==> src/rtl/isa_pkg.sv <==
// Shared ISA decode constants and memory-stage state encoding.
package isa_pkg;

  localparam int unsigned OPC_HI = 31;
  localparam int unsigned OPC_LO = 27;
  localparam int unsigned RD_HI  = 26;
  localparam int unsigned RD_LO  = 22;
  localparam int unsigned OPC_W  = 5;
  localparam int unsigned REG_W  = 5;

  localparam logic [OPC_W-1:0] OP_SW = 5'b00111;
  localparam logic [OPC_W-1:0] OP_LW = 5'b01000;

  typedef enum logic [1:0] {
    IDLE   = 2'd0,
    ACCESS = 2'd1,
    DONE   = 2'd2
  } state_e;

  function automatic logic is_mem_op(input logic [OPC_W-1:0] opc);
    return (opc == OP_SW) || (opc == OP_LW);
  endfunction

endpackage

==> src/rtl/mem_stage_if.sv <==
// Data-memory request/response bus between mem_stage (master) and the memory (slave).
interface mem_stage_if #(
  parameter int unsigned DATA_W = 32,
  parameter int unsigned ADDR_W = 12
);
  logic              mem_req;
  logic              mem_we;
  logic [ADDR_W-1:0] mem_addr;
  logic [DATA_W-1:0] mem_wdata;
  logic [DATA_W-1:0] mem_rdata;
  logic              mem_ready;

  modport master (
    output mem_req, mem_we, mem_addr, mem_wdata,
    input  mem_rdata, mem_ready
  );

  modport slave (
    input  mem_req, mem_we, mem_addr, mem_wdata,
    output mem_rdata, mem_ready
  );
endinterface

==> src/rtl/mem_req_fsm.sv <==
// Memory-stage control: IDLE -> ACCESS (hold request until ready) -> DONE, plus stall/mem_req.
module mem_req_fsm
  import isa_pkg::*;
(
  input  logic   clk,
  input  logic   reset,
  input  logic   in_valid,
  input  logic   is_mem,
  input  logic   mem_ready,
  output state_e state,
  output logic   stall,
  output logic   mem_req
);

  state_e state_q, state_d;

  always_ff @(posedge clk or posedge reset) begin
    if (reset) state_q <= IDLE;
    else       state_q <= state_d;
  end

  always_comb begin
    state_d = state_q;
    stall   = 1'b0;
    mem_req = 1'b0;
    case (state_q)
      IDLE: begin
        if (in_valid && is_mem) begin
          state_d = ACCESS;
          stall   = 1'b1;
        end
      end
      ACCESS: begin
        stall   = 1'b1;
        mem_req = 1'b1;
        if (mem_ready) state_d = DONE;
      end
      DONE:    state_d = IDLE;
      default: state_d = IDLE;
    endcase
    // Reset drops the request and releases the pipeline immediately.
    if (reset) begin
      stall   = 1'b0;
      mem_req = 1'b0;
    end
  end

  assign state = state_q;

endmodule

==> src/rtl/mem_stage.sv <==
// Memory stage: lw/sw over a variable-latency memory bus, pass-through for other instructions.
// Optional WM_BYPASS_EN: forward writeback data into the store data at sw capture.
module mem_stage
  import isa_pkg::*;
#(
  parameter int unsigned DATA_W = 32,
  parameter int unsigned ADDR_W = 12
) (
  input  logic              clk,
  input  logic              reset,
  input  logic              in_valid,
  input  logic [DATA_W-1:0] in_IR,
  input  logic [DATA_W-1:0] in_O,
  input  logic [DATA_W-1:0] in_B,
  input  logic              w_we,
  input  logic [REG_W-1:0]  w_rd,
  input  logic [DATA_W-1:0] w_data,
  mem_stage_if.master       mem,
  output logic              stall,
  output logic              out_valid,
  output logic [DATA_W-1:0] out_IR,
  output logic [DATA_W-1:0] out_O,
  output logic [DATA_W-1:0] out_D
);

  state_e            state;
  logic              is_mem_in;
  logic              is_sw_q;
  logic              req;
  logic [DATA_W-1:0] st_data;
  logic [DATA_W-1:0] ir_q, ir_d, o_q, o_d, b_q, b_d, d_q, d_d;

  assign is_mem_in = is_mem_op(in_IR[OPC_HI:OPC_LO]);
  assign is_sw_q   = (ir_q[OPC_HI:OPC_LO] == OP_SW);

`ifdef WM_BYPASS_EN
  assign st_data = (w_we && (w_rd != '0) && (w_rd == in_IR[RD_HI:RD_LO])) ? w_data : in_B;
`else
  logic unused_w;
  assign st_data  = in_B;
  assign unused_w = ^{w_we, w_rd, w_data};
`endif

  mem_req_fsm u_fsm (
    .clk       (clk),
    .reset     (reset),
    .in_valid  (in_valid),
    .is_mem    (is_mem_in),
    .mem_ready (mem.mem_ready),
    .state     (state),
    .stall     (stall),
    .mem_req   (req)
  );

  assign mem.mem_req = req;

  // Capture the memory op on entry; latch load data (or zero for a store) on ready.
  always_comb begin
    ir_d = ir_q;
    o_d  = o_q;
    b_d  = b_q;
    d_d  = d_q;
    if (state == IDLE && in_valid && is_mem_in) begin
      ir_d = in_IR;
      o_d  = in_O;
      b_d  = st_data;
    end
    if (state == ACCESS && mem.mem_ready) begin
      d_d = is_sw_q ? '0 : mem.mem_rdata;
    end
  end

  always_ff @(posedge clk or posedge reset) begin
    if (reset) begin
      ir_q <= '0;
      o_q  <= '0;
      b_q  <= '0;
      d_q  <= '0;
    end else begin
      ir_q <= ir_d;
      o_q  <= o_d;
      b_q  <= b_d;
      d_q  <= d_d;
    end
  end

  always_comb begin
    out_valid     = 1'b0;
    out_IR        = '0;
    out_O         = '0;
    out_D         = '0;
    mem.mem_we    = 1'b0;
    mem.mem_addr  = '0;
    mem.mem_wdata = '0;
    if (!reset) begin
      case (state)
        IDLE: begin
          if (in_valid && !is_mem_in) begin
            out_valid = 1'b1;
            out_IR    = in_IR;
            out_O     = in_O;
          end
        end
        ACCESS: begin
          mem.mem_we    = is_sw_q;
          mem.mem_addr  = o_q[ADDR_W-1:0];
          mem.mem_wdata = b_q;
        end
        DONE: begin
          out_valid = 1'b1;
          out_IR    = ir_q;
          out_O     = o_q;
          out_D     = d_q;
        end
        default: ;
      endcase
    end
  end

endmodule
==> src/flat_wrapper.sv <==
// flat-port wrapper written by rule: the top's interface ports become plain ports
module mem_stage_flat import isa_pkg::*;
#(
  parameter int unsigned DATA_W = 32,
  parameter int unsigned ADDR_W = 12
)
  (clk, reset, in_valid, in_IR, in_O, in_B, w_we, w_rd, w_data, stall, out_valid, out_IR, out_O, out_D, mem_mem_req, mem_mem_we, mem_mem_addr, mem_mem_wdata, mem_mem_rdata, mem_mem_ready);
  mem_stage_if #(.DATA_W(DATA_W), .ADDR_W(ADDR_W)) mem_i ();
  input  logic clk;
  input  logic reset;
  input  logic in_valid;
  input  logic [DATA_W-1:0] in_IR;
  input  logic [DATA_W-1:0] in_O;
  input  logic [DATA_W-1:0] in_B;
  input  logic w_we;
  input  logic [REG_W-1:0] w_rd;
  input  logic [DATA_W-1:0] w_data;
  output logic stall;
  output logic out_valid;
  output logic [DATA_W-1:0] out_IR;
  output logic [DATA_W-1:0] out_O;
  output logic [DATA_W-1:0] out_D;
  output wire logic [$bits(mem_i.mem_req)-1:0] mem_mem_req;
  output wire logic [$bits(mem_i.mem_we)-1:0] mem_mem_we;
  output wire logic [$bits(mem_i.mem_addr)-1:0] mem_mem_addr;
  output wire logic [$bits(mem_i.mem_wdata)-1:0] mem_mem_wdata;
  input wire logic [$bits(mem_i.mem_rdata)-1:0] mem_mem_rdata;
  input wire logic [$bits(mem_i.mem_ready)-1:0] mem_mem_ready;
  assign mem_mem_req = mem_i.mem_req;
  assign mem_mem_we = mem_i.mem_we;
  assign mem_mem_addr = mem_i.mem_addr;
  assign mem_mem_wdata = mem_i.mem_wdata;
  assign mem_i.mem_rdata = mem_mem_rdata;
  assign mem_i.mem_ready = mem_mem_ready;
  mem_stage #(.DATA_W(DATA_W), .ADDR_W(ADDR_W)) u_core (.clk(clk), .reset(reset), .in_valid(in_valid), .in_IR(in_IR), .in_O(in_O), .in_B(in_B), .w_we(w_we), .w_rd(w_rd), .w_data(w_data), .mem(mem_i), .stall(stall), .out_valid(out_valid), .out_IR(out_IR), .out_O(out_O), .out_D(out_D));
endmodule
==> config.mk <==
export PLATFORM = sky130hd
export DESIGN_NAME = mem_stage_flat
export DESIGN_NICKNAME = d
export VERILOG_FILES = /design/src/rtl/isa_pkg.sv /design/src/rtl/mem_stage_if.sv /design/src/rtl/mem_req_fsm.sv /design/src/rtl/mem_stage.sv /design/src/flat_wrapper.sv
export SDC_FILE = /design/constraint.sdc
export NUM_CORES = 1
export LEC_CHECK = 0
export CAP_MARGIN = 20
export CORE_UTILIZATION = 38
export CTS_BUF_LIST = sky130_fd_sc_hd__clkbuf_8
export DETAILED_ROUTE_END_ITERATION = 7
export PLACE_DENSITY = 0.85
export SYNTH_ARGS = -nofsm -noshare
export SYNTH_HDL_FRONTEND = slang
export SYNTH_SLANG_ARGS = --single-unit
export TNS_END_PERCENT = 10
==> constraint.sdc <==
create_clock -name clk -period 4.6 [get_ports clk]
set_input_delay 0.92 -clock clk [delete_from_list [all_inputs] [get_ports clk]]
set_output_delay 0.92 -clock clk [all_outputs]
set_load 0.05 [all_outputs]
==> results_dict.tcl, run 1 <==
set metrics [dict create \
    fmaxAchievable_mhz 247.3 \
    synthFlopType "dfrtp_1" \
    layout.cell_area.non_filler_um2 10170 \
    cts.sink_count 130 \
    crit_arrival_ps 3120 \
    final_core_utilization 0.6382 \
    report.final.hold_viol_count 0 \
    clockRootBuffer "clkbuf_8" \
    vias_per_cell 5.157 \
    final_estimated_routing_congestion_in_global_placement 0.7372 \
    post_cts_hold_buffer_count 0 \
    synth-compound-area-share 0.1348 \
    yosys-mux-area-fraction 0.1720 \
    tritoncts.num_buffers 17 \
    area_growth_syn_to_layout_pct 63.82 \
    layout.cells.most_common "clkdlybuf4s50_1" \
    die_h_um 129.8 \
    layout-drive-gt1-share 0.2547 \
    yosysWarningCount 0 \
    post_synthesis_simple_gate_area_fraction 0.1320 \
    total_power_uw 3407 \
    asyncSetResetFlopFracSynth 1.000 \
    routed_wl_mm 17.64 \
    power_per_cell_area_nw_per_um2 334.9 \
    cp_data_required_time_ps 3680 \
    first_global_vias 5220 \
    report.final.setup_viol 0 \
    relSlewSlack 0.3426 \
    peakVddDrop_mv 0.1907 \
    drtPass1Iterations 4 \
    crit_fanout 53 \
    groute.usage.overall 0.2121 \
    dr_total_vias 5265 \
    final.setup.tns_ps 0 \
    grt_start_max_net_pins 67 \
    status "finished, final reports clean" \
    clock_path_buffers 2 \
    dp_hpwl_mm 12.49 \
    synthesis.area_um2 6211 \
    synth_edf_count 0 \
    launching_element_type_of_the_critical_path "primary input" \
    min_path_type "register to register" \
    detailed_place.area_um2 9788 \
    drc 0 \
    cts.clk_slew.worst_paths_ps 70 \
    grt_setup_unrepaired "no" \
    synthCells 531 \
    yosys.area_share.adder 0 \
    antenna_cells 0 \
    yosysSeqAreaShare 0.5238 \
    minimum_clock_period_after_layout_ps 4043 \
    detail_route.wl_per_cell_um 17.28 \
    most_frequent_cells_in_the_layout "clkdlybuf4s50_1 (191), dfrtp_1 (130), and2_1 (78)" \
    start_util 0.3896 \
    worstSkewPairLatency_ps 450 \
    finalClockSkew_ps 9.794 \
    post_cts_resized 0 \
    syn_nets 701 \
    synth.ff_latch_count 130 \
    timing.max_cap.violations 0 \
    antenna_violations_before_repair 0 \
    critPathKind "primary input to output port" \
    cts_setup_buffers 0 \
    first_pass_grt_wire_length_mm 27.30 \
    avgSynthCellArea_um2 11.70 \
    placement_rows 46 \
    ant_nets 0 \
    dominant_combinational_cell_family_by_area_after_synthesis "multiplexers" \
    full_die_area_um2 16860 \
    fp.dieW_um 129.8 \
    top_level_ports 314 \
    final_nets 962 \
    core_area_um2 15940 \
    yosysUniqueCellTypes 29 \
    leakage_uw 0.004284 \
    cts_tree "built" \
    post-route-period-util 0.8789 \
    xor_xnor_portion_of_the_synthesized_cell_area 0 \
    detail_route.iter0.violations 213 \
    worstMarginPinSlew_ps 985.1 \
    cts_htree_levels 4 \
    grt_overflow_total 0 \
    place.port_buffers 275 \
    final_max_slew_viol_count 0 \
    timing.critical_path.to_type "output port" \
]
==> registers in the layout, summed over array words and instances (netlist names) <==
| name | cells |
|---|---|
| u_core.u_fsm.state | 2 |
| u_core.b_q | 32 |
| u_core.d_q | 32 |
| u_core.o_q | 32 |
| u_core.ir_q | 32 |
==> per-stage QoR <==
step	hold slack [ps]	setup slack [ps]	cells
finish	469.3	557.1	1021
global route	496.4	428.6	1021
CTS	479.2	538.6	1021
detailed placement	462.0	549.2	989
global placement	454.7	580.6	989
floorplan	441.8	368.0	531
==> path summary, 6_finish.rpt <==
path                                  startpoint              to  slack (ps)  depth (start not counted)
max in group asynchronous                  reset  u_core.ir_q[1]        1880                          4
setup / recovery                           reset      out_IR[18]         560                          5
hold reg to reg                    u_core.d_q[8]   u_core.d_q[8]         470                          2
hold / removal                     u_core.d_q[8]   u_core.d_q[8]         470                          2
min in group asynchronous                  reset   u_core.d_q[1]        1330                          3
setup reg to reg           u_core.u_fsm.state[1]   u_core.o_q[1]        2770                          4
==> routing by layer <==
layer / global-route usage / share of wire / vias up / wire length (um)
met2: 0.3649 / 0.50 / 209 / 8902
li1: - / - / 2435 / -
met1: 0.2472 / 0.39 / 2602 / 6953
met3: 0.07339 / 0.088 / 19 / 1552
met4: 0.06977 / 0.013 / 0 / 230
met5: 0 / 0 / - / 0
==> cell type report <==
| class | instances | area, um^2 |
|---|---|---|
| Fill cell | 1219 | 5768 |
| Timing Repair Buffer | 289 | 3486 |
| Sequential cell | 130 | 3253 |
| Multi-Input combinational cell | 351 | 2764 |
| Tap cell | 216 | 270.3 |
| Clock buffer | 18 | 247.7 |
| Clock inverter | 14 | 138.9 |
| Inverter | 3 | 15.01 |
==> power breakdown <==
| group | switching (uW) | total, uW | internal (uW) |
|---|---|---|---|
| registers | 170 | 1650 | 1480 |
| clock network | 469 | 961 | 492 |
| logic | 359 | 800 | 441 |
| total | 999 | 3410 | 2410 |
==> cell families after synthesis <==
logic type	after synthesis
simple gates	155
flops	130
compound gates	101
mux	95
buf+inv	50
==> synth_stat cells, types with 2 or more instances <==
cell type,n,area share
buf_6,3,0.0054
a32o_1,63,0.10
inv_1,3,0.0018
buf_1,8,0.0048
o21ai_0,33,0.027
nor2_1,2,0.0012
clkbuf_1,20,0.012
nor3_1,2,0.0016
mux2_1,27,0.049
mux2_2,67,0.12
nand2_1,65,0.039
and2_1,78,0.079
buf_2,15,0.012
dfrtp_1,130,0.52
==> critical path, stage by stage <==
cell and delay, ps:
clkdlybuf4s50_1 600, nor3b_4 570, buf_4 560, a32o_1 270, buf_12 150
(Power assumes the default switching activity.)
==> run 2, diff against run 1 <==
Settings changed: CORE_UTILIZATION 38 to 37, CTS_BUF_LIST sky130_fd_sc_hd__clkbuf_8 to sky130_fd_sc_hd__clkbuf_16, PLACE_DENSITY 0.85 to 0.83, SLEW_MARGIN set to 10.
==> results_dict.tcl, run 2 (synthesized netlist as in run 1, its figures left out) <==
set metrics [dict create \
    pre_cts_ws_ps 583.0 \
    dp_hpwl_mm 12.78 \
    grt_setup_unrepaired "no" \
    layout.cells.most_common "clkdlybuf4s50_1" \
    grt_start_max_net_pins 98 \
    final_nets 960 \
    post_cts_hold_buffer_count 0 \
    drtPass1Iterations 4 \
    tritoncts.num_buffers 17 \
    dr_total_vias 5337 \
    routed_wl_mm 18.59 \
    drc 0 \
    clock_path_buffers 2 \
    clockRootBuffer "clkbuf_16" \
    area.sequential_um2 3253 \
    peakVddDrop_mv 0.2199 \
    min_path_type "register to register" \
    worstMarginPinSlew_ps 997.6 \
    finalClockSkew_ps 6.491 \
    most_frequent_cells_in_the_layout "clkdlybuf4s50_1 (177), dfrtp_1 (130), buf_12 (99)" \
    final.setup.worst_slack_ps 598.9 \
    start_util 0.3772 \
    fp.dieW_um 131.6 \
    power_per_cell_area_nw_per_um2 358.3 \
    status "finished, final reports clean" \
    layout-drive-gt1-share 0.2702 \
    report.final.setup_viol 0 \
    final.setup.tns_ps 0 \
    post-route-period-util 0.8698 \
    timing.critical_path.to_type "output port" \
    relSlewSlack 0.3342 \
    cp_data_required_time_ps 3680 \
    final_max_slew_viol_count 0 \
    grt_overflow_total 0 \
    die_h_um 131.6 \
    layout.cells.non_filler 1023 \
    area_growth_syn_to_layout_pct 73.11 \
    place.port_buffers 275 \
    launching_element_type_of_the_critical_path "primary input" \
    post_cts_resized 0 \
    multi_input_area_um2 2764 \
    first_pass_grt_wire_length_mm 29.70 \
    first_global_vias 5505 \
    antenna_cells 0 \
    nFillCells 1245 \
    core_area_um2 16470 \
    minimum_clock_period_after_layout_ps 4001 \
    cts.sink_count 130 \
    top_level_ports 314 \
    placement_rows 47 \
    leakage_uw 0.004484 \
    worstSkewPairLatency_ps 410 \
    detail_route.wl_per_cell_um 18.17 \
    timing.max_cap.violations 0 \
    critPathKind "primary input to output port" \
    crit_arrival_ps 3080 \
    fin_worst_hold_slack_ps 468.6 \
    cts_htree_levels 4 \
    groute.usage.overall 0.2190 \
    ant_nets 0 \
    cts_setup_buffers 0 \
    dp.cells 991 \
    fmaxAchievable_mhz 249.9 \
    final_estimated_routing_congestion_in_global_placement 0.8377 \
    cts_tree "built" \
    report.final.hold_viol_count 0 \
    vias_per_cell 5.217 \
    crit_fanout 46 \
    full_die_area_um2 17310 \
    detail_route.iter0.violations 181 \
    total_power_uw 3853 \
    cts.clk_slew.worst_paths_ps 60 \
    antenna_violations_before_repair 0 \
]
[run 2: routing by layer]
| metal | GRT usage | share of wire |
|---|---|---|
| met5 | 0 | 0 |
| met2 | 0.3683 | 0.51 |
| met4 | 0.1040 | 0.032 |
| met3 | 0.07022 | 0.071 |
| met1 | 0.2516 | 0.39 |
[run 2: area by class of cell]
| cell class | count | share of cell area |
|---|---|---|
| repair buffers | 287 | 0.3568 |
| clock buffers | 17 | 0.03957 |
| flip-flops and latches | 130 | 0.3026 |
| multi-input cells | 351 | 0.2571 |
| clock inverters | 15 | 0.01699 |
| well taps | 220 | 0.02560 |
| inverters | 3 | 0.001396 |
[run 2: final timing paths]
check / startpoint / to / slack [ps] / cells past startpoint
worst min-delay path: u_core.d_q[13] / u_core.d_q[13] / 470 / 2
worst max-delay path: reset / mem_mem_addr[0] / 600 / 5
worst max register to register: u_core.u_fsm.state[0] / u_core.d_q[3] / 2510 / 5
min in group asynchronous: reset / u_core.d_q[5] / 1380 / 3
max in group asynchronous: reset / u_core.o_q[31] / 2540 / 3
worst min register to register: u_core.d_q[13] / u_core.d_q[13] / 470 / 2
[run 2: power breakdown]
group	switching [uW]	leakage, uW	total, uW	internal, uW
logic	365	0.00258	812	447
registers	175	0.00162	1650	1480
clock network	530	0.000292	1390	858
total	1070	0.00448	3850	2780
[run 2: stage by stage]
| step | area, um^2 | util |
|---|---|---|
| 4_1_cts | 10750 | 0.6530 |
| 6_report | 10750 | 0.6530 |
| 5_1_grt | 10750 | 0.6530 |
| 3_5_place_dp | 10140 | 0.6160 |
| 3_3_place_gp | 10140 | 0.6160 |
| 2_1_floorplan | 6215 | - |
[run 2: critical path: stages]
cell and delay [ps]:
clkdlybuf4s50_1 600, nor2_2 170, buf_4 340, and2_1 190, clkdlybuf4s50_1 820
==> run 3, diff against run 2 <==
Settings changed: ABC_CLOCK_PERIOD_IN_PS set to 4600, CORE_AREA set to 5 5 117 119, CORE_UTILIZATION 37 to not set, DIE_AREA set to 0 0 122 124, DONT_BUFFER_PORTS set to 1, PLACE_DENSITY 0.83 to 0.72.
==> results_dict.tcl, run 3 (synthesized netlist as in run 1, its figures left out) <==
set metrics [dict create \
    status "finished, final reports clean" \
    post_cts_hold_buffer_count 0 \
    final.setup.tns_ps 0 \
    fmaxAchievable_mhz 284.1 \
    layout.cells.non_filler 699 \
    cts.sink_count 130 \
    minimum_clock_period_after_layout_ps 3520 \
    ant_nets 0 \
    first_pass_grt_wire_length_mm 23.29 \
    grt_setup_unrepaired "no" \
    start_util 0.4982 \
    layout-drive-gt1-share 0.2106 \
    layout.cell_area.non_filler_um2 6900 \
    final_max_slew_viol_count 0 \
    worstSkewPairLatency_ps 400 \
    die_h_um 124 \
    total_power_uw 3419 \
    antenna_violations_before_repair 0 \
    relSlewSlack 0.3042 \
    cts_setup_buffers 0 \
    dr_total_vias 4218 \
    finalClockSkew_ps 8.617 \
    drtPass1Iterations 4 \
    vias_per_cell 6.034 \
    first_global_vias 4299 \
    power_per_cell_area_nw_per_um2 495.4 \
    timing.max_cap.violations 0 \
    fp.dieW_um 122 \
    launching_element_type_of_the_critical_path "primary input" \
    cp_data_required_time_ps 3680 \
    final_nets 686 \
    grt_start_max_net_pins 76 \
    post-route-period-util 0.7653 \
    detail_route.iter0.violations 227 \
    crit_fanout 42 \
    min_path_type "register to register" \
    r2r_slack_ps 2600 \
    final_estimated_routing_congestion_in_global_placement 0.7027 \
    pre_cts_ws_ps 1087 \
    clock_path_buffers 2 \
    leakage_uw 0.002992 \
    area_growth_syn_to_layout_pct 11.10 \
    clockRootBuffer "clkbuf_16" \
    critPathKind "primary input to output port" \
    report.final.setup_viol 0 \
    cts_htree_levels 4 \
    cts.clk_slew.worst_paths_ps 50 \
    tritoncts.num_buffers 17 \
    peakVddDrop_mv 0.2533 \
    grt_overflow_total 0 \
    top_level_ports 314 \
    crit_arrival_ps 2600 \
    placement_rows 41 \
    antenna_cells 0 \
    routed_wl_mm 15.30 \
    groute.usage.overall 0.1996 \
    detailed_place.area_um2 6367 \
    post_cts_resized 0 \
    cts_tree "built" \
    drc 0 \
    layout.cells.most_common "dfrtp_1" \
    full_die_area_um2 15130 \
    detail_route.wl_per_cell_um 21.88 \
    dp.cells 669 \
    report.final.hold_viol_count 0 \
    most_frequent_cells_in_the_layout "dfrtp_1 (130), and2_1 (78), mux2_2 (67)" \
    place.port_buffers 0 \
    dp_hpwl_mm 10.57 \
    core_area_um2 12470 \
    final.setup.worst_slack_ps 1080 \
    worstMarginPinSlew_ps 1041 \
    timing.critical_path.to_type "output port" \
]
-- run 3: changes by cell type in the layout (fill, tap and decap cells not counted), moves of 2 or more --
| cell | delta |
|---|---|
| clkdlybuf4s50_1 | -177 |
| buf_12 | -98 |
| inv_1 | +5 |
| clkinv_1 | +3 |
| clkinv_4 | -3 |
| clkinvlp_4 | -2 |
| inv_6 | -2 |
-- run 3: power by group --
group	switching [uW]	total, uW	internal (uW)	leakage, uW
registers	173	1650	1480	0.00162
logic	317	550	233	0.00110
clock network	444	1220	771	0.000277
total	935	3420	2480	0.00299
-- run 3: area by class of cell --
cell class / count / area [um^2]
repair buffers: 13 / 110.1
multi-input cells: 351 / 2774
well taps: 172 / 215.2
fillers: 1071 / 5565
clock buffers: 17 / 425.4
inverters: 3 / 15.01
clock inverters: 13 / 107.6
flip-flops and latches: 130 / 3253
-- run 3: worst paths after layout --
| path | to | cells after the start | start |
|---|---|---|---|
| max | out_IR[0] | 4 | in_valid |
| min | u_core.d_q[10] | 2 | u_core.d_q[10] |
| max reg2reg | u_core.b_q[12] | 4 | u_core.u_fsm.state[0] |
| min reg2reg | u_core.d_q[10] | 2 | u_core.d_q[10] |
| max in group asynchronous | u_core.ir_q[23] | 3 | reset |
| min in group asynchronous | u_core.o_q[26] | 2 | reset |
-- run 3: metal layers --
metal	vias up	part of all wire	wire [um]	global-route usage
met3	12	0.12	1802	0.09219
met2	211	0.51	7729	0.3353
met4	0	0.011	165	0.06232
li1	1877	-	-	-
met1	2118	0.37	5598	0.2284
met5	-	0	0	0
-- run 3: worst max-delay path: stages --
cell,delay (ps)
nor2b_1,340
nor3b_2,270
buf_4,450
a32o_1,600
-- run 3: through the flow --
| step | util | hold WS, ps |
|---|---|---|
| after floorplan | - | 441.8 |
| after global placement | 0.5108 | 455.0 |
| after detailed placement | 0.5108 | 462.8 |
| after CTS | 0.5535 | 475.4 |
| after global routing | 0.5535 | 498.1 |
| final | 0.5535 | 467.2 |
